[src/rtl/uart_core_param.sv]
// Full-duplex UART with TX/RX byte FIFOs, configurable frame format, runtime baud divisor
// and sticky parity/framing/overrun flags. Rx is asynchronous and passes a 2-flop synchroniser.

module uart_core_param_fifo #(
  parameter int AW = 4
) (
  input  logic       CLK,
  input  logic       RST,
  input  logic       i_push,
  input  logic [7:0] i_dat,
  input  logic       i_pop,
  output logic [7:0] o_dat,
  output logic       o_full,
  output logic       o_empty
);
  logic [7:0]  r_mem [2**AW];
  logic [AW:0] r_wp;
  logic [AW:0] r_rp;
  logic        w_wr;
  logic        w_rd;

  // Extra pointer bit distinguishes full from empty when the indices match.
  assign o_empty = (r_wp == r_rp);
  assign o_full  = (r_wp[AW] != r_rp[AW]) && (r_wp[AW-1:0] == r_rp[AW-1:0]);
  assign w_wr    = i_push && !o_full;
  assign w_rd    = i_pop && !o_empty;
  assign o_dat   = o_empty ? 8'h00 : r_mem[r_rp[AW-1:0]];

  always_ff @(posedge CLK or posedge RST) begin
    if (RST) begin
      r_wp <= '0;
      r_rp <= '0;
    end else begin
      if (w_wr) r_wp <= r_wp + 1'b1;
      if (w_rd) r_rp <= r_rp + 1'b1;
    end
  end

  always_ff @(posedge CLK) begin
    if (w_wr) r_mem[r_wp[AW-1:0]] <= i_dat;
  end
endmodule

module uart_core_param #(
  parameter int CLOCKRATE = 40000000,
  parameter int BAUDRATE  = 2304000,
  parameter int DATA_BITS = 8,
  parameter int PARITY    = 1,
  parameter int STOP_BITS = 1,
  parameter int FIFO_AW   = 4
) (
  input  logic        CLK,
  input  logic        RST,
  input  logic        send_flag,
  input  logic [7:0]  send_data,
  output logic        sendable,
  input  logic        recv_flag,
  output logic [7:0]  recv_data,
  output logic        receivable,
  input  logic [15:0] div_cfg,
  input  logic        err_clear,
  output logic        err_parity,
  output logic        err_frame,
  output logic        err_overrun,
  output logic        tx_busy,
  output logic        Tx,
  input  logic        Rx
);
  localparam logic [15:0] DIV_DEF  = 16'(CLOCKRATE / BAUDRATE);
  localparam logic [7:0]  DMASK    = 8'((1 << DATA_BITS) - 1);
  localparam logic [2:0]  LAST_BIT = 3'(DATA_BITS - 1);
  localparam logic        PAR_ODD  = (PARITY == 2);

  typedef enum logic [2:0] {S_IDLE, S_START, S_DATA, S_PARITY, S_STOP, S_WAIT} state_t;

  logic [15:0] w_div;
  always_comb begin
    w_div = (div_cfg == 16'd0) ? DIV_DEF : div_cfg;
    if (w_div < 16'd4) w_div = 16'd4;
  end

  state_t      r_tx_state;
  logic [15:0] r_tx_div;
  logic [16:0] r_tx_cnt;
  logic [7:0]  r_tx_shift;
  logic [2:0]  r_tx_idx;
  logic        r_tx_par;
  logic        r_tx;
  logic        w_txf_empty;
  logic        w_txf_full;
  logic [7:0]  w_txf_dat;
  logic [7:0]  w_tx_byte;
  logic [16:0] w_tx_len;
  logic        w_tx_end;
  logic        w_tx_pop;

  assign w_tx_byte = w_txf_dat & DMASK;
  assign w_tx_len  = (r_tx_state == S_STOP && STOP_BITS == 2) ? {r_tx_div, 1'b0} : {1'b0, r_tx_div};
  assign w_tx_end  = (r_tx_cnt == w_tx_len - 17'd1);
  // Popping at the end of STOP chains frames with no idle gap.
  assign w_tx_pop  = !w_txf_empty && (r_tx_state == S_IDLE || (r_tx_state == S_STOP && w_tx_end));

  uart_core_param_fifo #(.AW(FIFO_AW)) u_txf (
    .CLK     (CLK),
    .RST     (RST),
    .i_push  (send_flag),
    .i_dat   (send_data),
    .i_pop   (w_tx_pop),
    .o_dat   (w_txf_dat),
    .o_full  (w_txf_full),
    .o_empty (w_txf_empty)
  );

  always_ff @(posedge CLK or posedge RST) begin
    if (RST) begin
      r_tx_state <= S_IDLE;
      r_tx_div   <= DIV_DEF;
      r_tx_cnt   <= '0;
      r_tx_shift <= '0;
      r_tx_idx   <= '0;
      r_tx_par   <= 1'b0;
      r_tx       <= 1'b1;
    end else if (w_tx_pop) begin
      r_tx_state <= S_START;
      r_tx_div   <= w_div;
      r_tx_cnt   <= '0;
      r_tx_shift <= w_tx_byte;
      r_tx_par   <= (^w_tx_byte) ^ PAR_ODD;
      r_tx       <= 1'b0;
    end else if (r_tx_state != S_IDLE) begin
      if (!w_tx_end) begin
        r_tx_cnt <= r_tx_cnt + 17'd1;
      end else begin
        r_tx_cnt <= '0;
        case (r_tx_state)
          S_START: begin
            r_tx_state <= S_DATA;
            r_tx       <= r_tx_shift[0];
            r_tx_shift <= r_tx_shift >> 1;
            r_tx_idx   <= '0;
          end
          S_DATA: begin
            if (r_tx_idx == LAST_BIT) begin
              if (PARITY != 0) begin
                r_tx_state <= S_PARITY;
                r_tx       <= r_tx_par;
              end else begin
                r_tx_state <= S_STOP;
                r_tx       <= 1'b1;
              end
            end else begin
              r_tx_idx   <= r_tx_idx + 3'd1;
              r_tx       <= r_tx_shift[0];
              r_tx_shift <= r_tx_shift >> 1;
            end
          end
          S_PARITY: begin
            r_tx_state <= S_STOP;
            r_tx       <= 1'b1;
          end
          default: begin
            r_tx_state <= S_IDLE;
            r_tx       <= 1'b1;
          end
        endcase
      end
    end
  end

  assign Tx       = r_tx;
  assign sendable = !w_txf_full;
  assign tx_busy  = (r_tx_state != S_IDLE) || !w_txf_empty;

  logic        r_rx_s1;
  logic        r_rx_s2;
  state_t      r_rx_state;
  logic [15:0] r_rx_div;
  logic [15:0] r_rx_cnt;
  logic [7:0]  r_rx_shift;
  logic [2:0]  r_rx_idx;
  logic        r_rx_stop_idx;
  logic        r_rx_perr;
  logic        r_rx_wr;
  logic [7:0]  r_rx_wdat;
  logic        r_err_parity;
  logic        r_err_frame;
  logic        r_err_overrun;
  logic        w_rx;
  logic        w_rx_hit;
  logic [15:0] w_rx_tgt;
  logic [7:0]  w_rx_byte;
  logic        w_rxf_full;
  logic        w_rxf_empty;
  logic        w_par_evt;
  logic        w_frame_evt;
  logic        w_ovr_evt;

  assign w_rx      = r_rx_s2;
  assign w_rx_byte = r_rx_shift >> (8 - DATA_BITS);
  assign w_rx_tgt  = (r_rx_state == S_START) ? {1'b0, r_rx_div[15:1]} : r_rx_div;
  assign w_rx_hit  = (r_rx_cnt == w_rx_tgt - 16'd1);

  assign w_par_evt   = (r_rx_state == S_PARITY) && w_rx_hit && (w_rx != ((^w_rx_byte) ^ PAR_ODD));
  assign w_frame_evt = (r_rx_state == S_STOP) && w_rx_hit && !w_rx;
  assign w_ovr_evt   = r_rx_wr && w_rxf_full;

  always_ff @(posedge CLK or posedge RST) begin
    if (RST) begin
      r_rx_s1       <= 1'b1;
      r_rx_s2       <= 1'b1;
      r_rx_state    <= S_IDLE;
      r_rx_div      <= DIV_DEF;
      r_rx_cnt      <= '0;
      r_rx_shift    <= '0;
      r_rx_idx      <= '0;
      r_rx_stop_idx <= 1'b0;
      r_rx_perr     <= 1'b0;
      r_rx_wr       <= 1'b0;
      r_rx_wdat     <= '0;
    end else begin
      r_rx_s1 <= Rx;
      r_rx_s2 <= r_rx_s1;
      r_rx_wr <= 1'b0;
      case (r_rx_state)
        S_IDLE: begin
          if (!w_rx) begin
            r_rx_state <= S_START;
            r_rx_div   <= w_div;
            r_rx_cnt   <= '0;
          end
        end
        S_START: begin
          if (w_rx_hit) begin
            r_rx_cnt <= '0;
            if (w_rx) begin
              r_rx_state <= S_IDLE;
            end else begin
              r_rx_state <= S_DATA;
              r_rx_idx   <= '0;
              r_rx_perr  <= 1'b0;
            end
          end else begin
            r_rx_cnt <= r_rx_cnt + 16'd1;
          end
        end
        S_DATA: begin
          if (w_rx_hit) begin
            r_rx_cnt   <= '0;
            r_rx_shift <= {w_rx, r_rx_shift[7:1]};
            if (r_rx_idx == LAST_BIT) begin
              r_rx_stop_idx <= 1'b0;
              if (PARITY != 0) r_rx_state <= S_PARITY;
              else r_rx_state <= S_STOP;
            end else begin
              r_rx_idx <= r_rx_idx + 3'd1;
            end
          end else begin
            r_rx_cnt <= r_rx_cnt + 16'd1;
          end
        end
        S_PARITY: begin
          if (w_rx_hit) begin
            r_rx_cnt      <= '0;
            r_rx_perr     <= w_par_evt;
            r_rx_stop_idx <= 1'b0;
            r_rx_state    <= S_STOP;
          end else begin
            r_rx_cnt <= r_rx_cnt + 16'd1;
          end
        end
        S_STOP: begin
          if (w_rx_hit) begin
            r_rx_cnt <= '0;
            if (!w_rx) begin
              r_rx_state <= S_WAIT;
            end else if (r_rx_stop_idx || STOP_BITS == 1) begin
              r_rx_state <= S_IDLE;
              r_rx_wr    <= !r_rx_perr;
              r_rx_wdat  <= w_rx_byte;
            end else begin
              r_rx_stop_idx <= 1'b1;
            end
          end else begin
            r_rx_cnt <= r_rx_cnt + 16'd1;
          end
        end
        S_WAIT: begin
          if (w_rx) r_rx_state <= S_IDLE;
        end
        default: r_rx_state <= S_IDLE;
      endcase
    end
  end

  uart_core_param_fifo #(.AW(FIFO_AW)) u_rxf (
    .CLK     (CLK),
    .RST     (RST),
    .i_push  (r_rx_wr),
    .i_dat   (r_rx_wdat),
    .i_pop   (recv_flag),
    .o_dat   (recv_data),
    .o_full  (w_rxf_full),
    .o_empty (w_rxf_empty)
  );

  assign receivable = !w_rxf_empty;

  // A new error event outranks a clear in the same cycle.
  always_ff @(posedge CLK or posedge RST) begin
    if (RST) begin
      r_err_parity  <= 1'b0;
      r_err_frame   <= 1'b0;
      r_err_overrun <= 1'b0;
    end else begin
      r_err_parity  <= w_par_evt   || (r_err_parity  && !err_clear);
      r_err_frame   <= w_frame_evt || (r_err_frame   && !err_clear);
      r_err_overrun <= w_ovr_evt   || (r_err_overrun && !err_clear);
    end
  end

  assign err_parity  = r_err_parity;
  assign err_frame   = r_err_frame;
  assign err_overrun = r_err_overrun;
endmodule

[config.mk]
export PLATFORM = sky130hd
export DESIGN_NAME = uart_core_param
export DESIGN_NICKNAME = d
export VERILOG_FILES = /design/src/rtl/uart_core_param.sv
export SDC_FILE = /design/constraint.sdc
export NUM_CORES = 1
export LEC_CHECK = 0
export BUFFER_PORTS_ARGS = -buffer_cell sky130_fd_sc_hd__buf_2
export CORE_AREA = 2 2 213 215
export DETAILED_ROUTE_END_ITERATION = 8
export DIE_AREA = 0 0 215 217
export PLACE_DENSITY = 0.57
export RECOVER_POWER = 50
export SLEW_MARGIN = 25
export SYNTH_ARGS = -nofsm -noshare
export SYNTH_HDL_FRONTEND = slang
export SYNTH_SLANG_ARGS = --single-unit
[constraint.sdc]
create_clock -name CLK -period 9.45 [get_ports CLK]
set_input_delay 1.4175 -clock CLK [delete_from_list [all_inputs] [get_ports CLK]]
set_output_delay 1.4175 -clock CLK [all_outputs]
set_load 0.05 [all_outputs]
======== Word level (Yosys, flattened, before mapping) ========
Memory sizes are Yosys's and may differ from the RTL's.
Index checks and enable logic that the tools add are counted.
operators by class
  add/sub/neg operators ................... 10
  $lt $le $gt $ge ......................... 1
  eq/ne operators ......................... 32
  multiplexer cells ....................... 54
  bitwise logic cells ..................... 2
  reductions and logical operators ........ 53
operator list
  kind                   count
  $mux 16                5
  $mux 17                3
  $mux 3                 17
  $mux 8                 6
  $pmux 16 s2            1
  $add 5x1->5 const B    4
  $ne 2x2->1 const B     10
  $pmux 3 s6             1
  $add 17x1->17 const B  1
  $eq 17x17->1           1
  $sub 16x1->17 const B  1
  $add 16x1->16 const B  1
  $eq 16x16->1           1
  $logic_and 1x1->1      16
  $logic_not 16->1       1
  $lt 16x3->1 const B    1
  $pmux 8 s2             1
  $reduce_xor 8->1       2
  $sub 16x1->16 const B  1
  $eq 3x3->1 const B     5
  $mux 1                 14
  $eq 3x2->1 const B     4
  $pmux 3 s2             2
  $reduce_bool 2->1      6
  20 further kinds       47
word-level totals
  flip-flop bits (word level) ............. 130
  memory bits (writable) .................. 256
  input bits .............................. 30
  output and inout bits ................... 15
  logic and storage cells ................. 178
  memories ................................ 2
memory list
  name         words  width  read ports  clocked after memory_dff  write ports  line  source
  u_rxf.r_mem  16     8      1           0                         1            16    logic [7:0] r_mem [2**AW];
  u_txf.r_mem  16     8      1           0                         1            16

======== Longest topological paths before layout ========
  depth after elaboration ................. 8
  depth in mapped cells ................... 17
  depth with buffers taken out ............ 13

======== Modules after synthesis ========
Synthesis repeated with hierarchy kept, for this count alone.
second synthesis, totals
  cells, all modules ...................... 1288
  area, all modules ....................... 18238.7 um^2
by module, submodules not included
  module                instances  cells an instance  area each (um^2)
  uart_core_param_fifo  2          269                5646.7
  uart_core_param       1          750                6945.4

======== Worst setup path after synthesis ========
No wires, ideal clock.
  kind .................................... register -> register
  start ................................... register r_rx_state[2]
  end ..................................... register r_rx_shift[0]
  data arrival time ....................... 4.091 ns
  data required time ...................... 9.322 ns
  slack ................................... 5.232 ns
  cell stages (with the launch flop) ...... 18
  path buffers ............................ 4
  clock period less this slack ............ 4.218 ns
  cells stage by stage .................... dfrtp_1 > buf_2 > nor3b_4 > buf_4 > buf_6 > nor2_1 > a21oi_1 > ha_1 > or4b_4 > or4_1 > o311ai_2 > nor3_4 > nor3_2 > nand4bb_1 > or4b_4 > nor3_2 > buf_4 > mux2_1
between the ends
  cells in the longest elaborated chain, start to end .. 5
ends and longest elaborated chain
  what                            line  source
  start: declaration              176   state_t r_rx_state;
  start signal: assignment        211   r_rx_state <= S_IDLE;
  start signal: assignment        227   r_rx_state <= S_START;
  start signal: assignment        236   r_rx_state <= S_IDLE;
  $eq 3x1->1                      200   assign w_rx_tgt = (r_rx_state == S_START) ? {1'b0, r_rx_div[15:1]} : r_rx_div;
  $mux 16                         200
  $sub 16x1->16                   201   assign w_rx_hit = (r_rx_cnt == w_rx_tgt - 16'd1);
  $eq 16x16->1                    201
  $reduce_and 2->1 (no line) (*)  --
  end signal: assignment          249   r_rx_shift <= {w_rx, r_rx_shift[7:1]};
  end: declaration                179   logic [7:0] r_rx_shift;
Mark *: on every way between the ends. The rest lies on a longest branch, timed or not.
A chain may end at the register's enable or synchronous reset.

======== Final worst setup path ========
  start ................................... register u_rxf.r_rp[0]
  end ..................................... output recv_data[7]
between the ends
  cells in the longest elaborated chain, start to end .. 2
ends and longest elaborated chain
  what                                               line  source
  start: declaration                                 18    logic [AW:0] r_rp;
  start signal: assignment                           35    if (w_rd) r_rp <= r_rp + 1'b1;
  $mem_v2 16x8 / $eq 5x5->1 (equally long branches)  --
  $mux 8 (*)                                         27    assign o_dat = o_empty ? 8'h00 : r_mem[r_rp[AW-1:0]];
  end: declaration                                   58    output logic [7:0] recv_data,
Marked as above.

==> flow_metrics.env <==
export IMPL_run_status="complete, but fails checks"
export IMPL_violations="capacitance limit, slew limit"
export IMPL_critical_path_max_stage_delay_ns=2.13
export IMPL_first_global_vias=10300
export IMPL_synth_xor_area_frac=0.0484
export IMPL_grt_antenna_before_repair=0
export IMPL_post_synth_main_area_contributors="sky130_fd_sc_hd__edfxtp_1 44%, sky130_fd_sc_hd__dfrtp_1 18%, sky130_fd_sc_hd__mux4_2 8.2%"
export IMPL_worst_ep_required_time_ns=8.03
export IMPL_synth_seq_area_share=0.624
export IMPL_h_tree_depth=2
export IMPL_synth_cell_area_mm2=0.0175
export IMPL_max_vdd_ir_drop_uv=189
export IMPL_fin_worst_skew_ns=0.0133
export IMPL_syn2layout_area_growth_pct=12.2
export IMPL_synth_enable_flop_cells=256
export IMPL_gr_usage_all_layers=0.157
export IMPL_diodes=0
export IMPL_synthArstFlopShare=0.337
export IMPL_post_synth_and_or_nand_nor_area_fraction=0.110
export IMPL_port_buffers=44
export IMPL_min_delay_path_class="flip-flop to flip-flop"
export IMPL_most_used_routing_layer="met2"
export IMPL_power_sequential_fraction=0.483
export IMPL_timing_slew_headroom=-1.39
export IMPL_grt_max_degree=71
export IMPL_dr_total_vias=9971
export IMPL_unrepaired_setup_endpoints_after_global_routing="no"
export IMPL_hpwl_um=23400
export IMPL_setup_violators_final=0
export IMPL_post_cts_resized_instances=0
export IMPL_intPower_uw=3050
export IMPL_max_freq_mhz=159
export IMPL_drt_antenna_violating_nets=0
export IMPL_arrival_ns=4.88
export IMPL_fp_dieW_um=215
export IMPL_synth_top_cell_area_share=0.438
export IMPL_netlist_top_cells_count="256 x sky130_fd_sc_hd__edfxtp_1, 123 x sky130_fd_sc_hd__dfrtp_1, 123 x sky130_fd_sc_hd__nand2_1"
export IMPL_grt_util_met3=0.0250
export IMPL_dieArea_mm2=0.0467
export IMPL_post_synth_num_cell_types=83
export IMPL_post_cts_setup_buffers=0
export IMPL_worst_skew_pair_late_latency_ns=0.57
export IMPL_synth_compound_area_share=0.0582
export IMPL_cpMaxStageDelayCell="sky130_fd_sc_hd__clkbuf_1"
export IMPL_power_share_combinational=0.142
export IMPL_power_switching_uw=1140
export IMPL_met1_track_usage_gr=0.218
export IMPL_power_static_leakage_uw=0.00689
export IMPL_critical_setup_path_kind="flip-flop to output port"
export IMPL_setup_worst_path_end_class="output port"
export IMPL_dominant_combinational_cell_family_by_area_after_synthesis="multiplexers"
export IMPL_synth_top_flop_cell="sky130_fd_sc_hd__edfxtp_1"
export IMPL_grt_first_pass_wirelength_um=57800
export IMPL_nNetsFinal=1335
export IMPL_timing_final_max_slew_violations=144
export IMPL_layout_drive_gt1_share=0.180
export IMPL_syn_inst_count=1243
export IMPL_drt_wl_total_um=35800
export IMPL_met2_usage=0.256
export IMPL_synth_most_common_cell="sky130_fd_sc_hd__edfxtp_1"
export IMPL_post_drt_wl_per_cell_um=18.6
export IMPL_overall_power_uw=4180
export IMPL_placed_area_mm2=0.0184
export IMPL_clock_group_share_of_total_power=0.375
export IMPL_min_cycle_time_layout_ns=6.30
export IMPL_cts_hold_repair_buffers=0
export IMPL_max_cap_viols=3
export IMPL_final_hold_viol_count=0
export IMPL_worst_path_max_fanout=36
export IMPL_drt_first_pass_iters=5
export IMPL_drt_iter0_markers=576
export IMPL_power_per_cell_area_mw_per_mm2=213
export IMPL_postSynthAreaPerCell_um2=14.1
export IMPL_setup_tns_final_ns=0
export IMPL_synth_seq_cells=386
export IMPL_cts_num_sinks=386
export IMPL_design_portCount=45
export IMPL_crit_path_cell_trace="clkbuf_1, xor2_1, nor4_1, inv_1, nor2_1, nor2b_1, buf_2"
export IMPL_initial_standard_cell_utilization_of_the_core=0.392
export IMPL_ys_warnings_count=0
export IMPL_core_region_area_mm2=0.0447
export IMPL_die_height_um=217
export IMPL_numCtsBuffers=43
export IMPL_std_cell_rows=78
export IMPL_dr_drc_count=0
export IMPL_cells_after_dpl=1842
export IMPL_clock_root_buffer="sky130_fd_sc_hd__clkbuf_16"
export IMPL_max_slew_worst_pin_slew_ns=3.59
export IMPL_power_share_switching=0.272
export IMPL_post_synth_top_area_cell="sky130_fd_sc_hd__edfxtp_1"
export IMPL_finalHoldWorstSlack_ns=0.366
export IMPL_path_clk_slew_ns=0.06
export IMPL_finalInstanceArea_mm2=0.0197
export IMPL_finish_cell_count_without_fillers=1920
export IMPL_viasPerCell=5.19
export IMPL_clock_path_buffers=3
export IMPL_finalWeightedCongestion=0.758
export IMPL_multiplexer_fraction_of_the_synthesized_cell_area=0.124
export IMPL_post_synth_fa_ha_maj_area_fraction=0.0128
export IMPL_grt_ovfl_total=0
export IMPL_post_route_period_util=0.667
export IMPL_cts_tree="built"
export IMPL_crit_path_start_kind="flip-flop"
export IMPL_mappedNetlistNets=1291
## power groups by stage
stage	registers, uW	logic [uW]	clock network [uW]
after global placement	2050	597	0
after global routing	2030	654	1680
after CTS	2020	605	1610
final	2020	594	1570
after detailed placement	2050	604	0
after floorplan	1990	499	0
## cell type report
type                            instances  area [um2]
Clock inverter                         25         183
Inverter                               30         114
Tap cell                              600         751
Fill cell                            4121       25000
Sequential cell                       386       11000
Clock buffer                           53        1130
Multi-Input combinational cell        765        6210
Timing Repair Buffer                   61         325
## worst max-delay path, delay by kind of cell, from the launching register on
family,cells,cell delay [ns]
AND/OR/NAND/NOR,3,1.33
flip-flops,1,0.34
buffers and inverters,3,2.46
XOR/XNOR,1,0.16
## layout by cell type (no fill, tap or decap), types with 31 or more instances in the layout
cell                        netlist  routed
sky130_fd_sc_hd__edfxtp_1       256     256
sky130_fd_sc_hd__nand2_1        123     123
sky130_fd_sc_hd__dfrtp_1        123     121
sky130_fd_sc_hd__nor2_1          85      84
sky130_fd_sc_hd__xnor2_1         69      69
sky130_fd_sc_hd__mux4_2          64      64
sky130_fd_sc_hd__clkbuf_16        0      43
sky130_fd_sc_hd__buf_2            8      35
sky130_fd_sc_hd__mux2i_1         31      31
## worst paths after layout
check,start,slack (ns),endpoint,depth (start not counted)
worst min-delay path,r_rx_s1$_DFF_PP1_,0.37,r_rx_s2$_DFF_PP1_,0
worst max register to register,u_txf.r_rp[0]$_DFFE_PP0P_,4.23,r_tx_shift[6]$_DFFE_PP0P_,9
min in group asynchronous,RST,1.61,r_tx_cnt[2]$_DFFE_PP0P_,2
worst min register to register,r_rx_s1$_DFF_PP1_,0.37,r_rx_s2$_DFF_PP1_,0
worst max-delay path,u_rxf.r_rp[0]$_DFFE_PP0P_,3.15,recv_data[7],7
max in group asynchronous,RST,5.93,u_rxf.r_rp[0]$_DFFE_PP0P_,3
## routing by layer
layer	share of wire	wire length (um)
met1	0.47	16700
met2	0.48	17200
met3	0.030	1070
met4	0.021	755
met5	0	0
## registers in the layout, summed over array words and instances (netlist names), 3 cells and up
name,cells
r_tx_state,3
r_tx_div,16
r_rx_cnt,16
r_rx_wdat,8
r_rx_shift,8
r_tx_cnt,17
u_rxf.r_wp,5
r_tx_idx,3
u_txf.r_wp,5
u_rxf.r_rp,5
u_rxf.r_mem,128
r_rx_state,3
u_txf.r_mem,128
r_tx_shift,8
r_rx_div,16
r_rx_idx,3
u_txf.r_rp,5
## cells by family (layout without fill, tap and decap cells)
group | count (synthesis) | count (layout)
AO/OA/AOI/OAI | 139 | 139
XOR/XNOR | 97 | 97
adder cells (fa/ha/maj) | 18 | 18
buffers and inverters | 92 | 169
flip-flops | 386 | 386
multiplexers | 132 | 132
AND/OR/NAND/NOR | 379 | 379
## metrics by stage
stage / util / setup slack, ns
after floorplan: - / 4.57
after global placement: 0.411 / 4.52
after detailed placement: 0.411 / 4.38
after CTS: 0.441 / 4.36
after global routing: 0.440 / 2.44
final: 0.440 / 3.15
No activity file was read; power rests on OpenSTA's default activity.
